===== config.mk =====
export PLATFORM = sky130hd
export DESIGN_NAME = timer_counter_core
export DESIGN_NICKNAME = d
export VERILOG_FILES = /design/src/rtl/timer_pkg.sv /design/src/rtl/timer_prescaler.sv /design/src/rtl/timer_counter_core.sv
export SDC_FILE = /design/constraint.sdc
export NUM_CORES = 1
export LEC_CHECK = 0
export CORE_MARGIN = 2
export CORE_UTILIZATION = 55
export CTS_CLUSTER_DIAMETER = 80
export CTS_CLUSTER_SIZE = 20
export DETAILED_ROUTE_END_ITERATION = 10
export DONT_BUFFER_PORTS = 1
export MAX_ROUTING_LAYER = met4
export PLACE_DENSITY = 0.73
export SLEW_MARGIN = 30
export SYNTH_ARGS = -nofsm -noshare
export SYNTH_HDL_FRONTEND = slang
export SYNTH_HIERARCHICAL = 1
export SYNTH_SLANG_ARGS = --single-unit

===== constraint.sdc =====
create_clock -name pclk_i -period 2.18 [get_ports pclk_i]
set_clock_uncertainty 0.2 [all_clocks]
set_input_delay 0.436 -clock pclk_i [delete_from_list [all_inputs] [get_ports pclk_i]]
set_output_delay 0.436 -clock pclk_i [all_outputs]
set_load 0.02 [all_outputs]

===== src/rtl/timer_pkg.sv =====
// timer_pkg: shared widths, clock-select encodings and TCR bit positions for the timer core.
package timer_pkg;
    localparam int TMR_CNT_W = 8;
    localparam int TMR_PSC_W = 4;
    localparam logic [1:0] CKS_DIV2  = 2'b00;
    localparam logic [1:0] CKS_DIV4  = 2'b01;
    localparam logic [1:0] CKS_DIV8  = 2'b10;
    localparam logic [1:0] CKS_DIV16 = 2'b11;
    localparam int TCR_LOAD   = 7;
    localparam int TCR_UPDOWN = 5;
    localparam int TCR_EN     = 4;

    function automatic logic [TMR_PSC_W-1:0] cks_to_mask(input logic [1:0] cks);
        return cks == CKS_DIV2 ? TMR_PSC_W'(1) :
               cks == CKS_DIV4 ? TMR_PSC_W'(3) :
               cks == CKS_DIV8 ? TMR_PSC_W'(7) : TMR_PSC_W'(15);
    endfunction
endpackage


===== src/rtl/timer_prescaler.sv =====
// timer_prescaler: free-running divider that emits a one-pclk tick every 2/4/8/16 pclk.
module timer_prescaler
    import timer_pkg::*;
#(
    parameter int PSC_W = TMR_PSC_W
) (
    input  logic       pclk_i,
    input  logic       presetn_i,
    input  logic       en_i,
    input  logic       clr_i,
    input  logic [1:0] cks_i,
    output logic       tick_o
);
    logic [PSC_W-1:0] psc_q, psc_d, mask;
    logic             run;

    // The counter is not cleared on a cks change, so the new mask applies immediately.
    always_comb begin
        run    = en_i & ~clr_i;
        mask   = PSC_W'(cks_to_mask(cks_i));
        psc_d  = run ? psc_q + PSC_W'(1) : '0;
        tick_o = run & ((psc_q & mask) == mask);
    end

    always_ff @(posedge pclk_i or negedge presetn_i) begin
        if (!presetn_i) psc_q <= '0;
        else            psc_q <= psc_d;
    end
endmodule


===== src/rtl/timer_counter_core.sv =====
// timer_counter_core: loadable up/down counter with registered tick and wrap pulses.
module timer_counter_core
    import timer_pkg::*;
#(
    parameter int CNT_W = TMR_CNT_W,
    parameter int PSC_W = TMR_PSC_W
) (
    input  logic             pclk_i,
    input  logic             presetn_i,
    input  logic [CNT_W-1:0] tdr_val_i,
    input  logic             load_i,
    input  logic             updown_i,
    input  logic             en_i,
    input  logic [1:0]       cks_i,
    output logic [CNT_W-1:0] cnt_o,
    output logic             cnt_tick_o,
    output logic             ovf_set_o,
    output logic             udf_set_o
);
    logic [CNT_W-1:0] cnt_q, cnt_d;
    logic             tick_q, ovf_q, udf_q;
    logic             ovf_d, udf_d, tick;

    timer_prescaler #(.PSC_W(PSC_W)) u_psc (
        .pclk_i   (pclk_i),
        .presetn_i(presetn_i),
        .en_i     (en_i),
        .clr_i    (load_i),
        .cks_i    (cks_i),
        .tick_o   (tick)
    );

    // tick is already gated by load, so load alone decides precedence over counting.
    always_comb begin
        cnt_d = load_i ? tdr_val_i :
                tick   ? (updown_i ? cnt_q - CNT_W'(1) : cnt_q + CNT_W'(1)) : cnt_q;
        ovf_d = tick & ~updown_i & (cnt_q == '1);
        udf_d = tick &  updown_i & (cnt_q == '0);
    end

    always_ff @(posedge pclk_i or negedge presetn_i) begin
        if (!presetn_i) begin
            cnt_q  <= '0;
            tick_q <= 1'b0;
            ovf_q  <= 1'b0;
            udf_q  <= 1'b0;
        end else begin
            cnt_q  <= cnt_d;
            tick_q <= tick;
            ovf_q  <= ovf_d;
            udf_q  <= udf_d;
        end
    end

    assign cnt_o      = cnt_q;
    assign cnt_tick_o = tick_q;
    assign ovf_set_o  = ovf_q;
    assign udf_set_o  = udf_q;
endmodule

Yosys cells after proc, flatten, opt, wreduce, memory -nomap -nowiden. Index checks and enable logic that the tools add are counted.

Equal/unequal tests: 4. Divide/modulo/power cells: 0. Reduce and logical (&&, ||, !) cells: 3. $lt $le $gt $ge: 0. Bitwise gates (word level): 9. Multipliers: 0. Muxes and demuxes: 7. Shift operators: 0. $add $sub $neg: 3.

Operator list (count): 8-bit two-way mux (3); 4-bit two-way mux (4); 8-bit by 1-bit adder with 8-bit output (second input constant) (1); 8-bit == test (second input constant) (1); 8-bit zero test (1); 8-bit by 1-bit subtractor with 8-bit output (second input constant) (1); 1-bit AND (6); 4-bit by 1-bit adder with 4-bit output (second input constant) (1); 4-bit AND (1); 4-bit == test (1); 2-bit by 1-bit == test with 1-bit output (second input constant) (1); 2-bit == test (second input constant) (1); 2-bit zero test (1); 1-bit NOT (2); 2-bit nonzero test (1).

Logic and storage cells: 31. Bits of input ports: 15. Memories kept: 0. Bits in writable memories: 0. Latch bits: 0. Flip-flop bits (word level): 15. Memory bits (read-only): 0.

Depth between registers and ports, before layout.
Depth in word-level cells: 9. Gate-level depth with buffers: 8.

Modules after synthesis. Netlist, hierarchy kept.

By module, submodules not included: timer_counter_core (times used 1, cells each 91, area each 807.0 µm²); timer_prescaler (times used 1, cells each 19, area each 186.4 µm²).

Worst setup path after synthesis. No wires, ideal clock.

Path type: register to register. From: register cnt_q[1], in the netlist cnt_o[1]. To: register cnt_q[7], in the netlist cnt_o[7]. Setup time: 0.092 ns. Stages on the path, launching flop included: 7. Data required time: 1.888 ns. Buffers on the path: 0. Arrival time: 1.948 ns. Path slack: -0.059 ns. Cells stage by stage: dfrtp_1 ha_1 a211oi_2 nor3_1 or4_4 and4_4 o31ai_2.

Longest elaborated chain between the ends: 4. Elaborated cells on any way between the ends: 5. Those cells by class: add/sub (2); mux (3).

Ends and longest elaborated chain: from (decl) (line timer_counter_core.sv:20) `logic [CNT_W-1:0] cnt_q, cnt_d;`; from (signal assigned) (line timer_counter_core.sv:48) `cnt_q <= cnt_d;`; 8-bit by 1-bit adder with 8-bit output or 8-bit by 1-bit subtractor with 8-bit output (tied branches) (line timer_counter_core.sv:36) `tick ? (updown_i ? cnt_q - CNT_W'(1) : cnt_q + CNT_W'(1)) : cnt_q;`; 8-bit two-way mux * (2 in a row) (line timer_counter_core.sv:36); 8-bit two-way mux * (line timer_counter_core.sv:35) `cnt_d = load_i ? tdr_val_i :`.

Mark *: on every way between the ends. The rest lies on a longest branch, timed or not. The select of a mux whose other input is x is not followed. A chain may end at the register's enable or synchronous reset.

Worst setup path after layout. Same ends and word-level chain as after synthesis.

==> results.json <==
{
  "hp-class": "input pin to register",
  "drive_gt1_share_pct": 19.5,
  "fp.dieH_um": 46.5,
  "die-area_mm2": 0.00216,
  "io_pins": 26,
  "netlist_area_um2": 993,
  "worst_pin_slew_ns": 0.656,
  "rr_endpoint": "cnt_o[7]",
  "clk_pin_slew_ns": 0.09,
  "worst_slack_ns": -0.0177,
  "maxSlewHeadroom_pct": 56.1,
  "final_cells": 148,
  "worstHoldStart": "updown_i",
  "hold_depth": 1,
  "ir_worst_vdd_v": 0.000333,
  "synth_top_cell_by_area": "dfrtp_1",
  "violations": "negative setup slack",
  "regToRegStartpoint": "cnt_o[1]",
  "setup_violations": 1,
  "r2r_slack_ns": -0.02,
  "worst_path_max_delay_cell": "or4_4",
  "synth.distinct_cells": 36,
  "drt_pass1_iterations": 4,
  "min_period_ns": 2.20,
  "reg2regPathDepth": 6,
  "core_mm2": 0.00171,
  "dpl_cell_area_mm2": 0.00109,
  "dp_slack_ns": -0.00728,
  "antenna_found_initial": 0,
  "routabilityCongestion": 0.897,
  "synthTopCellsByArea": "dfrtp_1 38%, ha_1 8.8%, nand2_1 4.5%",
  "final_common_cell": "dfrtp_1",
  "cts_tree": "built",
  "vias": 872,
  "vias_per_cell": 5.89,
  "ant_nets": 0,
  "fmax_mhz": 455,
  "syn_inst": 110,
  "nets": 147,
  "syn_nets": 133,
  "grt_pass1_wl_mm": 3.32,
  "routed_wl_mm": 2.19,
  "drc": 0,
  "port_buffers": 0,
  "outcome": "finished, violations left",
  "period_share_pct": 101,
  "endpoint_kind": "register",
  "placementRows": 15,
  "synth-seq-area-share_pct": 37.8,
  "die-width_um": 46.5,
  "ys_seq_elements": 15,
  "hold_viol_final": 0,
  "p_leak_nw": 0.506,
  "dr.first_iter.drc_count": 26,
  "timing.hold.ws_ns": 0.0202,
  "cts-root-buf": "clkbuf_4",
  "worstHoldEndpoint": "ovf_set_o",
  "cts_max_level": 1,
  "cp_data_required_time_ns": 2.17,
  "wire_per_inst_um": 14.8,
  "diodes": 0,
  "dp.cells": 142,
  "syn-mean-instance-area_um2": 9.03,
  "dp.final_hpwl_mm": 1.62,
  "crit_path_cell_trace": "ha_1 > a211oi_2 > nor3_1 > or4_4 > and4_4 > o31ai_2",
  "rsz0062_at_grt": "true",
  "worst_ep_arrival_time_ns": 2.19,
  "grt_pass1_vias": 784,
  "crit_path_max_incr_delay_ns": 0.50,
  "cts_sinks": 15,
  "critPathKind": "register to register",
  "fin_tns_setup_ns": -0.0177,
  "worst-path-max-fanout": 2,
  "final_cell_mix": "14 x dfrtp_1, 12 x nand2_1, 10 x buf_4, 9 x nor2_1, 8 x a21oi_1",
  "yosys_warnings": 6,
  "cts_buffers": 3,
  "grt_max_degree": 20,
  "drv_cap": 0,
  "stdcell_area_mm2": 0.00114,
  "start_util_pct": 58.2,
  "fin_total_pwr_mw": 0.661,
  "track_usage_pct": 22.4,
  "final_util_pct": 66.7,
  "power_density_mw_per_mm2": 580,
  "clk_path_buf_depth": 2,
  "crit_path_start_kind": "register",
  "clk_latency_ns": 0.28,
  "syn_to_final_growth_pct": 14.7,
  "maxSlewViolCount": 0,
  "grt_overflow": 0,
  "synth_top_area_share_pct": 37.8
}
==> power breakdown <==
part           internal [mW]  switching (mW)  total, mW
combinational         0.0895           0.106      0.195
sequential             0.294          0.0154      0.309
clock                 0.0710          0.0855      0.157
total                  0.454           0.207      0.661
==> Yosys cell counts (all sizes together) <==
cell type,n
nor2b,3
nand4,2
fa,1
a211oi,2
mux2i,1
and4,1
xor2,1
or4,3
o31ai,1
a31oi,1
a22oi,1
ha,7
nand3,3
nor3,3
nand2,12
nor2,9
o2111ai,2
xnor2,2
a21o,1
nand3b,1
nor4,2
clkbuf,3
inv,7
o21bai,1
dfrtp,15
o211ai,1
and3,1
a21oi,8
or3,1
mux2,2
o31a,1
o21ai,7
nand4b,2
o21a,2
==> timing repair <==
action / 4_1_cts / 5_1_grt
gates resized for setup: 0 / 3
hold endpoints to repair: 15 / 0
buffers inserted: 0 / 1
setup endpoints to repair: 0 / 2
hold buffers: 1 / 0
==> routing by layer <==
metal,part of all wire [%],vias up,GRT usage [%]
li1,-,426,-
met1,46,411,28.4
met2,46,31,34.2
met3,6.6,4,3.92
met4,1.2,0,10.9
met5,0,-,-
==> sequential cells by signal, summed over array words and instances (netlist names) <==
register     flops
udf_set_o        1
cnt_o            8
ovf_set_o        1
cnt_tick_o       1
u_psc/psc_q      4
==> worst max-delay path: cells and delay by family (launching register included) <==
kind | cells | cell delay, ns
AOI/OAI and AO/OA | 2 | 0.39
and+or+nand+nor | 3 | 0.79
DFF | 1 | 0.43
adders and majority gates | 1 | 0.30
==> worst max-delay path by stage <==
stage	from	depth (start not counted)	endpoint	slack, ns
floorplan	cnt_o[1]	6	cnt_o[7]	0.008
global placement	updown_i	6	cnt_o[7]	0.04
detailed placement	updown_i	6	cnt_o[7]	-0.007
CTS	cnt_o[1]	6	cnt_o[7]	0.009
global route	cnt_o[1]	6	cnt_o[7]	-0.07
finish	cnt_o[1]	6	cnt_o[7]	-0.02
==> cells by family after synthesis <==
| logic type | after synthesis | synth area share [%] |
|---|---|---|
| and+or+nand+nor | 43 | 22.9 |
| AOI/OAI and AO/OA | 28 | 18.8 |
| DFF | 15 | 37.8 |
| buffers and inverters | 10 | 3.78 |
| adders and majority gates | 8 | 10.8 |
| xor gates and xnor gates | 3 | 2.65 |
| muxes | 3 | 3.27 |
==> final cells by class <==
cell class                 instances  area [um2]
timing repair buffer              12        96.3
multi-input combinational         85         583
clock buffer                       4        26.3
sequential                        15         377
inverter                           7        26.3
fill                             143         568
tap                               25        31.3
Note: power is estimated with default switching activity, not from simulation.
